File: config.mk
export PLATFORM = sky130hd
export DESIGN_NAME = bcd_digit_to_bin
export DESIGN_NICKNAME = d
export VERILOG_FILES = /design/src/rtl/bcd_pkg.sv /design/src/rtl/bcd_mac10.sv /design/src/rtl/bcd_digit_to_bin.sv
export SDC_FILE = /design/constraint.sdc
export NUM_CORES = 1
export LEC_CHECK = 0
export BUFFER_PORTS_ARGS = -buffer_cell sky130_fd_sc_hd__buf_2
export CAP_MARGIN = 5
export CORE_MARGIN = 1
export CORE_UTILIZATION = 50
export CTS_BUF_LIST = sky130_fd_sc_hd__clkbuf_8
export DETAILED_ROUTE_END_ITERATION = 8
export PLACE_DENSITY_LB_ADDON = 0.05
export SYNTH_ARGS = -nofsm -noshare
export SYNTH_HDL_FRONTEND = slang
export SYNTH_SLANG_ARGS = --single-unit
export TNS_END_PERCENT = 100
File: constraint.sdc
create_clock -name i_clk -period 3.1 [get_ports i_clk]
set_clock_uncertainty 0.05 [all_clocks]
set_input_delay 0.62 -clock i_clk [delete_from_list [all_inputs] [get_ports i_clk]]
set_output_delay 0.62 -clock i_clk [all_outputs]
set_load 0.1 [all_outputs]
File: src/rtl/bcd_pkg.sv
// bcd_pkg: shared BCD constants, FSM state type and digit legality check
package bcd_pkg;
  localparam logic [3:0] BCD_MAX = 4'd9;
  typedef enum logic [1:0] {IDLE, ACCUM, DONE} state_t;
  function automatic logic is_bcd(input logic [3:0] d);
    return d <= BCD_MAX;
  endfunction
endpackage

File: src/rtl/bcd_mac10.sv
// bcd_mac10: combinational o_acc = i_acc*10 + i_d, truncated to WIDTH bits
//   i_acc [WIDTH-1:0] running value
//   i_d   [3:0]       digit to append
//   o_acc [WIDTH-1:0] i_acc*10 + i_d
module bcd_mac10 #(
  parameter int WIDTH = 7
) (
  input  logic [WIDTH-1:0] i_acc,
  input  logic [3:0]       i_d,
  output logic [WIDTH-1:0] o_acc
);
  assign o_acc = (i_acc << 3) + (i_acc << 1) + WIDTH'(i_d);
endmodule

File: src/rtl/bcd_digit_to_bin.sv
// bcd_digit_to_bin: accumulates MSD-first BCD digits into a binary value on a valid/ready port
//   i_clk, i_rst (sync, active-low)
//   i_digit_in/i_digit_valid/i_digit_last, o_digit_ready : digit input handshake
//   o_bin_out/o_bin_ndig/o_bin_err/o_bin_ovf, o_bin_valid, i_bin_ready : result handshake
module bcd_digit_to_bin
  import bcd_pkg::*;
#(
  parameter int DIGITS = 2,
  parameter int WIDTH  = 7
) (
  input  logic             i_clk,
  input  logic             i_rst,
  input  logic [3:0]       i_digit_in,
  input  logic             i_digit_valid,
  input  logic             i_digit_last,
  output logic             o_digit_ready,
  output logic [WIDTH-1:0] o_bin_out,
  output logic [2:0]       o_bin_ndig,
  output logic             o_bin_err,
  output logic             o_bin_ovf,
  output logic             o_bin_valid,
  input  logic             i_bin_ready
);
  localparam logic [2:0] MAXN = 3'(DIGITS);
  state_t           r_state, w_next;
  logic             r_rdy, r_err, r_ovf;
  logic [WIDTH-1:0] r_acc, w_mac;
  logic [2:0]       r_count;
  logic             w_xfer, w_legal, w_done, w_take;
  assign w_done  = r_state == DONE;
  assign w_take  = w_done & i_bin_ready;
  assign w_xfer  = i_digit_valid & r_rdy;
  assign w_legal = is_bcd(i_digit_in);
  // acc is zero whenever IDLE, so the first digit uses the same MAC path
  bcd_mac10 #(.WIDTH(WIDTH)) u_mac (
    .i_acc(r_acc),
    .i_d  (w_legal ? i_digit_in : 4'd0),
    .o_acc(w_mac)
  );
  always_ff @(posedge i_clk)
    r_state <= !i_rst ? IDLE : w_next;
  always_comb begin
    w_next = r_state;
    if (w_done) w_next = i_bin_ready ? IDLE : DONE;
    else if (w_xfer) w_next = i_digit_last ? DONE : ACCUM;
  end
  always_comb begin
    o_digit_ready = r_rdy;
    o_bin_valid   = w_done;
    o_bin_out     = w_done ? r_acc : '0;
    o_bin_ndig    = w_done ? r_count : 3'd0;
    o_bin_err     = w_done & r_err;
    o_bin_ovf     = w_done & r_ovf;
  end
  // registered from next state: low through reset and DONE, rises one edge after either
  always_ff @(posedge i_clk)
    r_rdy <= i_rst && (w_next != DONE);
  always_ff @(posedge i_clk) begin
    if (!i_rst || w_take) begin
      r_acc   <= '0;
      r_count <= 3'd0;
      r_err   <= 1'b0;
      r_ovf   <= 1'b0;
    end else if (w_xfer) begin
      r_err <= r_err | ~w_legal;
      if (r_count < MAXN) begin
        r_acc   <= w_mac;
        r_count <= r_count + 3'd1;
      end else begin
        r_ovf <= 1'b1;
      end
    end
  end
endmodule

## After elaboration in Yosys (flattened, before gate mapping)

Index checks and enable logic that the tools add are counted.

- Magnitude comparators: 2
- Shift operators: 0
- Mux-type cells: 7
- Divide/modulo/power cells: 0
- $add $sub $neg: 3
- Equal/unequal tests: 2
- Reductions and logical operators: 5
- $mul: 0
- Bitwise operators: 7

Operators by type and width:

| kind | number |
|---|---|
| $mux W2 | 4 |
| $add A7 B4 Y7 | 1 |
| $add A7 B7 Y7 | 1 |
| $mux W7 | 1 |
| $and A1 B1 Y1 | 4 |
| $le A4 B4 Y1 const B | 1 |
| $mux W4 | 1 |
| $reduce_and A2 Y1 | 2 |
| $add A3 B1 Y3 const B | 1 |
| $lt A3 B2 Y1 const B | 1 |
| $mux W3 | 1 |
| $eq A2 B2 Y1 const B | 1 |
| $ne A2 B2 Y1 const B | 1 |
| $not A1 Y1 | 2 |
| $logic_and A1 B1 Y1 | 1 |
| $logic_not A1 Y1 | 1 |
| $logic_or A1 B1 Y1 | 1 |
| $or A1 B1 Y1 | 1 |

- RAM bits: 0
- Input bits: 9
- Output and inout bits: 14
- Bits in latches: 0
- Memories: 0
- Memory bits (read-only): 0
- Flip-flop bits (word level): 15
- Word-level logic and storage cells: 32

## Depth between registers and ports, before layout

Gate-level depths: netlist of run 1.

- Word-level depth: 5
- Depth in mapped cells: 9
- Mapped depth without buffers: 9

## By module

Synthesis of run 1 repeated with hierarchy kept, for this count alone.

- Cells, all modules: 104
- Area total of the unflattened synthesis: 932.1 sq um

By module, submodules not included:

| module | times used | cells an instance | area each (sq um) | sequential area each (sq um) |
|---|---|---|---|---|
| bcd_digit_to_bin | 1 | 75 | 678.2 | 300.3 |
| bcd_mac10 | 1 | 29 | 254.0 | 0.0 |

## Least setup slack after synthesis of run 1

No wires, ideal clock.

- Path kind: register -> output
- Start: register r_state[1]
- End: output port o_bin_ndig[0]
- Path buffers: 1
- Slack: -10 ps
- Data arrival time: 2440 ps
- Stages on the path, launching flop included: 4
- Data required time: 2430 ps
- Cells stage by stage: dfxtp_1 > nor2b_1 > clkbuf_1 > and2_1

- Cells in the longest elaborated chain, start to end: 2

RTL lines:

| item | RTL line | RTL |
|---|---|---|
| start, declared | bcd_digit_to_bin.sv:25 | `state_t r_state, w_next;` |
| start signal, assigned | bcd_digit_to_bin.sv:41 | `r_state <= !i_rst ? IDLE : w_next;` |
| $eq A2 B2 Y1 | bcd_digit_to_bin.sv:30 | `assign w_done = r_state == DONE;` |
| net o_bin_valid | bcd_digit_to_bin.sv:21 | `output logic o_bin_valid,` |
| $mux W3 | bcd_digit_to_bin.sv:51 | `o_bin_ndig = w_done ? r_count : 3'd0;` |
| end, declared | bcd_digit_to_bin.sv:18 | `output logic [2:0] o_bin_ndig,` |

The timed path passes the listed nets, and every way through them passes these cells.

## Worst setup path in the final report of run 1

- Start: register r_state[1]
- End: output port o_bin_ndig[0]

- Cells in the longest elaborated chain, start to end: 2

RTL lines:

| item | RTL line |
|---|---|
| $eq A2 B2 Y1 | bcd_digit_to_bin.sv:30 |
| $mux W3 | bcd_digit_to_bin.sv:51 |

No other way between the ends.

==> qor.txt, run 1 <==
Period minus WS final: 2.41 ns
# Post-CTS Setup Buffers: 0
top post-synthesis cells by area: dfxtp_1, ha_1, and2_1
crit share post-route: 0.776
Max Slew Vio Count: 0
Finished Layout Cells: 156
H-tree depth: 1
Iteration-0 DRC Markers: 9
sequential fraction of the synthesis area: 0.329
worst hold-check path type: register to register
status: finished, final reports clean
Avg Synthesized Cell Area: 8.46 µm²
clk buf depth: 2
clock root cell: clkbuf_8
crit-path max FO: 9
Post-DP Area: 1040 µm²
Syn Inst Count: 108
Worst-Margin Slew: 0.486 ns
Slew HR: 0.678
CTS tree: done
GPL Wtd Cong: 0.821
Total Wirelength: 1650 µm
DR vias: 770
Max Fclk: 416 MHz
Reg area: 300 µm²
die width: 44.7 µm
Yosys warnings: 0
cell area after synthesis: 913 µm²
Die H: 44.7 µm
RSZ-0062 raised after global routing: false
Port Buffers: 22
flops & latches, synth: 15
setup tns final: 0 ns
CP Class: register to output port
Max IR drop VDD: 0.000284 V
Synth area leader: dfxtp_1
post-route ant nets: 0
cell count after placement: 152
Die ar.: 2000 µm²
worst endpoint required time: 2.43 ns
static leakage: 0.549 nW
Mapped Nets: 128
max_cap viols: 0
area grow syn2layout: 18.6%
number of flops mapped to enable cells by yosys: 0
Setup crit end kind: output port
Hold Violations, Final: 0
Detailed Routing Iterations Pass 1: 4
largest net degree at the start of global routing: 13
layout cells sized above 1: 0.206
Yosys cell types: 26
# setup viols final: 0
ant diodes: 0
clk_lat worst skew: 0.25 ns
vias in the first global route: 658
Layout Nets: 152
CP Launch Type: register
Core Area: 1730 µm²
Final Core Density: 0.628
Yosys top cell area share: 0.329
total grt overflow: 0
clk sinks: 15
routed vias/inst: 4.94
hpwl dp: 1260 µm
fin area: 1080 µm²
Hold-fix buffers, CTS: 0
Multi-input gate area: 571 µm²
Resize count post-CTS: 0
Initial Util: 0.529
drt drc: 0
io pins: 23
filler cell count in the final layout: 154
top_reg_cell synth: dfxtp_1
Pwr Density: 408 nW/µm²
first-pass GRT wire length: 2760 µm
crit path DAT: 1.74 ns
CTS clk-pin slew, worst paths: 0.06 ns
antenna violations before repair: 0
Async SR Flop Fraction: 0
FP Rows: 15
cts bufs inserted: 3
Power, Total: 0.443 mW
routed len/inst: 10.6 µm
GRT Total Usage: 0.190
[cells in the mapped netlist (all sizes together), types with 2 or more instances]
library cell	number
a21oi	14
and2	13
buf	2
clkbuf	2
dfxtp	15
fa	2
ha	9
inv	5
mux2i	2
nand2	14
nand3	4
nor2	7
nor2b	4
xnor2	4
[where the power goes]
part / internal (mW) / switching [mW]
Combinational: 0.0262 / 0.0528
Sequential: 0.202 / 0.00845
Clock: 0.0876 / 0.0656
[cell families after synthesis]
kind of cell               share of synthesized area
muxes                                         0.0219
and+or+nand+nor                                0.271
DFF                                            0.329
adders and majority gates                      0.167
buffers and inverters                         0.0466
xor gates and xnor gates                      0.0384
AOI/OAI and AO/OA                              0.126
[worst paths after layout]
kind	start	to	slack, ns	cells after the start
min reg2reg	r_ovf	r_ovf	0.40	2
min	r_ovf	r_ovf	0.40	2
max	r_state[1]	o_bin_ndig[0]	0.69	4
max reg2reg	r_acc[0]	r_acc[5]	0.94	8
[sequential cells by signal, summed over array words and instances (netlist names)]
name           cells
r_err              1
r_acc              7
o_digit_ready      1
r_ovf              1
r_count            3
r_state            2
[layer usage]
| metal | up-vias | share of wire | GRT usage |
|---|---|---|---|
| met5 | - | 0 | 0 |
| met4 | 0 | 0.015 | 0.0909 |
| met3 | 4 | 0.046 | 0.0360 |
| met2 | 27 | 0.45 | 0.309 |
| met1 | 328 | 0.48 | 0.244 |
| li1 | 411 | - | - |
[stage by stage]
stage               setup slack [ns]  hold WS, ns
floorplan                      0.466        0.371
finish                         0.695        0.399
detailed placement             0.547        0.387
global placement               0.565        0.383
CTS                            0.689        0.399
global route                   0.615        0.435
[critical path, stage by stage (launching register included)]
cell     delay (ns)
dfxtp_1        0.32
nor2b_1        0.38
buf_4          0.23
and2_1         0.13
buf_2          0.42
[area by class of cell]
cell class                 count  share of cell area
clock buffer                   3              0.0381
sequential                    15               0.277
timing repair buffer          23               0.109
tap                           25              0.0289
multi-input combinational     84               0.527
clock inverter                 1             0.00346
inverter                       5              0.0173
[cell usage in the layout (no fill, tap or decap), drive strengths merged]
| cell | instances |
|---|---|
| mux2i | 2 |
| and4bb | 1 |
| o211a | 1 |
| and2 | 13 |
| o21ai | 1 |
| and3 | 1 |
| nor2 | 7 |
| a21o | 1 |
| xnor2 | 4 |
| fa | 2 |
| a211oi | 1 |
| nand2 | 14 |
| o211ai | 1 |
| nor3 | 1 |
| nand2b | 1 |
| clkbuf | 3 |
| dfxtp | 15 |
| nand4bb | 1 |
| nor2b | 4 |
| a21boi | 1 |
| buf | 23 |
| a21oi | 14 |
| inv | 6 |
| nand3 | 4 |
| ha | 9 |
(Power assumes the default switching activity.)
==> run 2, diff against run 1 <==
--- a/config.mk
+++ b/config.mk
@@ -8,7 +8,7 @@
 export BUFFER_PORTS_ARGS = -buffer_cell sky130_fd_sc_hd__buf_2
 export CAP_MARGIN = 5
 export CORE_MARGIN = 1
-export CORE_UTILIZATION = 50
+export CORE_UTILIZATION = 49
 export CTS_BUF_LIST = sky130_fd_sc_hd__clkbuf_8
 export DETAILED_ROUTE_END_ITERATION = 8
 export PLACE_DENSITY_LB_ADDON = 0.05
==> constraint.sdc (replaced) <==
create_clock -name i_clk -period 2.1 [get_ports i_clk]
set_clock_uncertainty 0.05 [all_clocks]
set_input_delay 0.42 -clock i_clk [delete_from_list [all_inputs] [get_ports i_clk]]
set_output_delay 0.42 -clock i_clk [all_outputs]
set_load 0.1 [all_outputs]
==> run 2 against run 1 <==
Clock-buffer cell count unchanged. Sequential power up 48%. Die area up 2.0%. First-iteration DRC count up 22%. Clock power up 56%. Via count up 7.5%. Core utilization up 16 points. Sequential share of layout area down 5.7 points. Critical path depth up 6. Routed wire length up 28%. Non-clock buffer count up 5. Critical path type is now primary input to register.
==> qor.txt, run 2 (synthesized netlist as in run 1, its figures left out) <==
status: finished, final reports clean (unchanged)
hpwl dp: 1580 µm (was 1260 µm)
total grt overflow: 0 (unchanged)
Iteration-0 DRC Markers: 11 (was 9)
drt drc: 0 (unchanged)
pre-CTS setup slack: -0.276 ns (was 0.547 ns)
vias in the first global route: 734 (was 658)
max FFs per register: 7 (unchanged)
# setup viols final: 0 (unchanged)
layout cells sized above 1: 0.360 (was 0.206)
ant diodes: 0 (unchanged)
CTS clk-pin slew, worst paths: 0.06 ns (about the same)
GPL Wtd Cong: 0.775 (was 0.821)
largest net degree at the start of global routing: 13 (unchanged)
routed vias/inst: 5.14 (was 4.94)
clk buf depth: 2 (unchanged)
DR vias: 828 (was 770)
top routing layer in use: met4 (unchanged)
worst hold-check path type: primary input to register (was register to register)
Total Wirelength: 2110 µm (was 1650 µm)
Port Buffers: 22 (unchanged)
static leakage: 0.613 nW (was 0.549 nW)
Core Area: 1750 µm² (was 1730 µm²)
io pins: 23 (unchanged)
Reg area: 302 µm² (was 300 µm²)
crit path DAT: 2.15 ns (was 1.74 ns)
FP Rows: 15 (unchanged)
Hold-fix buffers, CTS: 0 (unchanged)
Worst-Margin Slew: 0.485 ns (was 0.486 ns)
cts bufs inserted: 3 (unchanged)
Multi-input gate area: 608 µm² (was 571 µm²)
routed wl met2: 1070 µm (was 750 µm)
M1 WL: 926 µm (was 797 µm)
clk sinks: 15 (unchanged)
WHS: 0.374 ns (was 0.399 ns)
reg2reg setup slack: 0.10 ns (was 0.94 ns)
routed len/inst: 13.1 µm (was 10.6 µm)
filler cell count in the final layout: 118 (was 154)
Regs by FF count: r_acc x7, r_count x3, r_state x2 (unchanged)
CP Class: primary input to register (was register to output port)
antenna violations before repair: 0 (unchanged)
Power, Total: 0.694 mW (was 0.443 mW)
RSZ-0062 raised after global routing: true (was false)
Layout Nets: 157 (was 152)
CTS tree: done (unchanged)
clk_lat worst skew: 0.25 ns (about the same)
final setup margin: 0.0193 ns (was 0.695 ns)
Die ar.: 2040 µm² (was 2000 µm²)
clock root cell: clkbuf_8 (unchanged)
crit share post-route: 0.991
Die H: 45.2 µm (was 44.7 µm)
Detailed Routing Iterations Pass 1: 4 (unchanged)
CP Launch Type: primary input (was register)
area grow syn2layout: 49.9% (was 18.6%)
Slew HR: 0.679 (was 0.678)
first-pass GRT wire length: 3330 µm (was 2760 µm)
Period minus WS final: 2.08 ns
Initial Util: 0.523 (was 0.529)
wire length on met3: 70 µm (was 76 µm)
GRT Total Usage: 0.232 (was 0.190)
most flop-heavy register: r_acc (unchanged)
Max IR drop VDD: 0.000393 V (was 0.000284 V)
die width: 45.2 µm (was 44.7 µm)
Setup crit end kind: register (was output port)
crit-path max FO: 3 (was 9)
worst endpoint required time: 2.17 ns (was 2.43 ns)
H-tree depth: 1 (unchanged)
Max Fclk: 481 MHz
# Post-CTS Setup Buffers: 0 (unchanged)
Hold Violations, Final: 0 (unchanged)
most used cells in the layout excluding fill and tap cells: nand2_1, dfxtp_1, a21oi_1, buf_12, and2_2 (was buf_2, dfxtp_1, nand2_1, a21oi_1, and2_1)
max_cap viols: 0 (unchanged)
Pwr Density: 507 nW/µm² (was 408 nW/µm²)
post-route ant nets: 0 (unchanged)
Max Slew Vio Count: 0 (unchanged)
-- run 2: changes by cell type in the layout (fill, tap and decap cells not counted), moves of 2 or more --
| cell | before | now |
|---|---|---|
| buf_4 | 1 | 6 |
| buf_12 | 0 | 13 |
| inv_1 | 6 | 4 |
| buf_6 | 0 | 2 |
| and2_1 | 13 | 4 |
| buf_2 | 22 | 7 |
| and2_2 | 0 | 9 |
-- run 2: stage by stage --
stage          utilization  instance area (µm²)  TNS, ns  std cells
2_1_floorplan            -                  932        0        108
3_3_place_gp         0.737                 1290   -0.449        157
3_5_place_dp         0.737                 1290   -0.714        157
4_1_cts              0.763                 1330  -0.0342        161
5_1_grt              0.784                 1370  -0.0295        161
6_report             0.784                 1370        0        161
-- run 2: worst max-delay path, cell delays in order --
cell	delay, ns
buf_6	0.09
nor2_2	0.09
nand2_1	0.07
fa_1	0.56
inv_2	0.06
ha_4	0.21
a21o_1	0.16
a21oi_2	0.17
mux2i_1	0.22
a21oi_1	0.08
-- run 2: worst paths after layout --
path | from | to | cells after the start
worst min register to register | r_ovf | r_ovf | 2
worst max-delay path | i_digit_in[1] | r_acc[5] | 10
worst max register to register | r_acc[2] | r_acc[5] | 8
worst min-delay path | i_digit_in[0] | r_acc[0] | 3
-- run 2: final cells by class --
type	count	share of cell area
clock buffers	3	0.0302
clock inverters	1	0.00366
inverters	5	0.0137
multi-input cells	84	0.444
flip-flops and latches	15	0.220
well taps	25	0.0229
repair buffers	28	0.265
-- run 2: routing by layer --
metal,global-route usage,vias to the layer above
met2,0.357,22
met4,0.121,0
met5,0,-
li1,-,419
met3,0.0600,8
met1,0.298,379
-- run 2: power by group --
part	switching [mW]	internal, mW	total (mW)
clock network	0.106	0.131	0.238
logic	0.0879	0.0575	0.145
registers	0.0128	0.298	0.311
-- run 2: what timing repair did --
| action | CTS | global route |
|---|---|---|
| setup endpoints to repair | 2 | 3 |
| pin swaps | 2 | 5 |
| resized for setup | 0 | 8 |
==> run 3, diff against run 2 <==
--- a/config.mk
+++ b/config.mk
@@ -7,6 +7,7 @@
 export LEC_CHECK = 0
 export BUFFER_PORTS_ARGS = -buffer_cell sky130_fd_sc_hd__buf_2
 export CAP_MARGIN = 5
+export CORE_ASPECT_RATIO = 0.8
 export CORE_MARGIN = 1
 export CORE_UTILIZATION = 49
 export CTS_BUF_LIST = sky130_fd_sc_hd__clkbuf_8
==> constraint.sdc (replaced) <==
create_clock -name i_clk -period 2.1 [get_ports i_clk]
set_clock_uncertainty 0.05 [all_clocks]
set_input_delay 0.42 -clock i_clk [delete_from_list [all_inputs] [get_ports i_clk]]
set_output_delay 0.42 -clock i_clk [all_outputs]
set_load 0.02 [all_outputs]
==> run 3 against run 2 <==
Clock power fell by 5%. Clock-buffer cell count unchanged. First-iteration DRC count rose by 100%. Via count fell by 1.6%. Power fell by 6.8%. Core utilization decreased by 9.6 points. Routed wire length down 9.3%. Fmax increased by 1.6%. Critical path type is now register to register. Largest power group unchanged.
==> qor.txt, run 3 (synthesized netlist as in run 1, its figures left out) <==
Core Area: 1690 µm² (was 1750 µm²)
fin area: 1160 µm² (was 1370 µm²)
Slew HR: 0.722 (was 0.679)
Hold Violations, Final: 0 (unchanged)
GRT Total Usage: 0.206 (was 0.232)
Setup crit end kind: register (unchanged)
cts bufs inserted: 3 (unchanged)
max FFs per register: 7 (unchanged)
hpwl dp: 1400 µm (was 1580 µm)
FP Rows: 13 (was 15)
commonest non-fill, non-tap cell in the layout: buf_2
CP Class: register to register (was primary input to register)
crit-path max FO: 3 (unchanged)
ant diodes: 0 (unchanged)
Layout Nets: 157 (unchanged)
most used cells in the layout excluding fill and tap cells: buf_2, dfxtp_1, and2_1, nand2_1, a21oi_1 (was nand2_1, dfxtp_1, a21oi_1, buf_12, and2_2)
status: finished, final reports clean (unchanged)
routed len/inst: 12.1 µm (was 13.1 µm)
# setup viols final: 0 (unchanged)
Iteration-0 DRC Markers: 22 (was 11)
die width: 50.3 µm (was 45.2 µm)
static leakage: 0.577 nW (was 0.613 nW)
routed vias/inst: 5.16 (was 5.14)
post-route ant nets: 0 (unchanged)
Die ar.: 2040 µm² (about the same)
area grow syn2layout: 27.4% (was 49.9%)
worst endpoint required time: 2.17 ns (about the same)
layout cells sized above 1: 0.287 (was 0.360)
Max IR drop VDD: 0.000505 V (was 0.000393 V)
final setup margin: 0.0528 ns (was 0.0193 ns)
Finished Layout Cells: 158 (was 161)
clock root cell: clkbuf_8 (unchanged)
CTS tree: done (unchanged)
cell count after placement: 152 (was 157)
Max Slew Vio Count: 0 (unchanged)
first-pass GRT wire length: 2890 µm (was 3330 µm)
Hold-fix buffers, CTS: 0 (unchanged)
clk buf depth: 2 (unchanged)
worst hold-check path type: primary input to register (unchanged)
largest net degree at the start of global routing: 13 (unchanged)
Regs by FF count: r_acc x7, r_count x3, r_state x2 (unchanged)
Final Core Density: 0.688 (was 0.784)
Detailed Routing Iterations Pass 1: 4 (unchanged)
Die H: 40.6 µm (was 45.2 µm)
crit path DAT: 2.11 ns (was 2.15 ns)
CP Launch Type: register (was primary input)
drt drc: 0 (unchanged)
most flop-heavy register: r_acc (unchanged)
filler cell count in the final layout: 156 (was 118)
io pins: 23 (unchanged)
Post-DP Area: 1060 µm² (was 1290 µm²)
Port Buffers: 22 (unchanged)
clk sinks: 15 (unchanged)
crit share post-route: 0.975 (was 0.991)
Period minus WS final: 2.05 ns (was 2.08 ns)
GPL Wtd Cong: 0.800 (was 0.775)
Total Wirelength: 1910 µm (was 2110 µm)
clk_lat worst skew: 0.25 ns (about the same)
antenna violations before repair: 0 (unchanged)
RSZ-0062 raised after global routing: true (unchanged)
Pwr Density: 556 nW/µm² (was 507 nW/µm²)
pre-CTS setup slack: -0.264 ns (was -0.276 ns)
Max Fclk: 488 MHz (was 481 MHz)
Worst-Margin Slew: 0.416 ns (was 0.485 ns)
max_cap viols: 0 (unchanged)
Initial Util: 0.540 (was 0.523)
vias in the first global route: 635 (was 734)
H-tree depth: 1 (unchanged)
total grt overflow: 0 (unchanged)
CTS clk-pin slew, worst paths: 0.06 ns (about the same)
DR vias: 815 (was 828)
-- run 3: routing by layer --
layer,wire length [µm],GRT usage,share of wire,up-vias
li1,-,-,-,421
met1,904,0.262,0.47,366
met2,875,0.330,0.46,23
met3,99,0.0667,0.052,5
met4,31,0.0857,0.016,0
met5,0,0,0,-
-- run 3: cell type report --
class                           instances  area [µm²]  area share
Sequential cell                        15         302       0.259
Inverter                                5        18.8      0.0161
Tap cell                               22        27.5      0.0237
Multi-Input combinational cell         84         599       0.515
Clock buffer                            3        41.3      0.0355
Clock inverter                          1        3.75     0.00323
Timing Repair Buffer                   28         171       0.147
-- run 3: report_power, final --
part	total [mW]	internal [mW]	switching, mW	leakage [nW]
Clock	0.225	0.129	0.0953	0.0269
Combinational	0.112	0.0500	0.0619	0.427
Sequential	0.310	0.298	0.0119	0.123
Total	0.647	0.478	0.169	0.577
-- run 3: path summary, 6_finish.rpt --
check                              start       end  slack [ns]  cells after the start
worst max-delay path            r_acc[0]  r_acc[5]        0.05                      8
worst min-delay path               i_rst     r_err        0.39                      2
worst max register to register  r_acc[0]  r_acc[5]        0.05                      8
worst min register to register  r_acc[6]  r_acc[6]        0.39                      2
-- run 3: through the flow --
| stage | hold WS, ns | total power [mW] | TNS (ns) |
|---|---|---|---|
| final | 0.389 | 0.647 | 0 |
| after detailed placement | 0.390 | 0.416 | -0.616 |
| after global placement | 0.380 | 0.412 | -0.462 |
| after CTS | 0.388 | 0.640 | 0 |
| after floorplan | 0.371 | 0.383 | 0 |
| after global routing | 0.402 | 0.680 | -0.0393 |
-- run 3: critical path, cell delays in order, from the launching register on --
cell and delay (ns):
dfxtp_2 0.34, inv_1 0.06, fa_1 0.56, inv_2 0.06, ha_4 0.20, a21o_1 0.18
a21oi_2 0.16, mux2i_1 0.22, a21oi_1 0.08
-- run 3: repair_timing --
action | in CTS | in global routing
resized for setup | 2 | 9
pin swaps | 1 | 7
setup buffers | 0 | 2
gates cloned | 0 | 0
setup endpoints to repair | 2 | 2
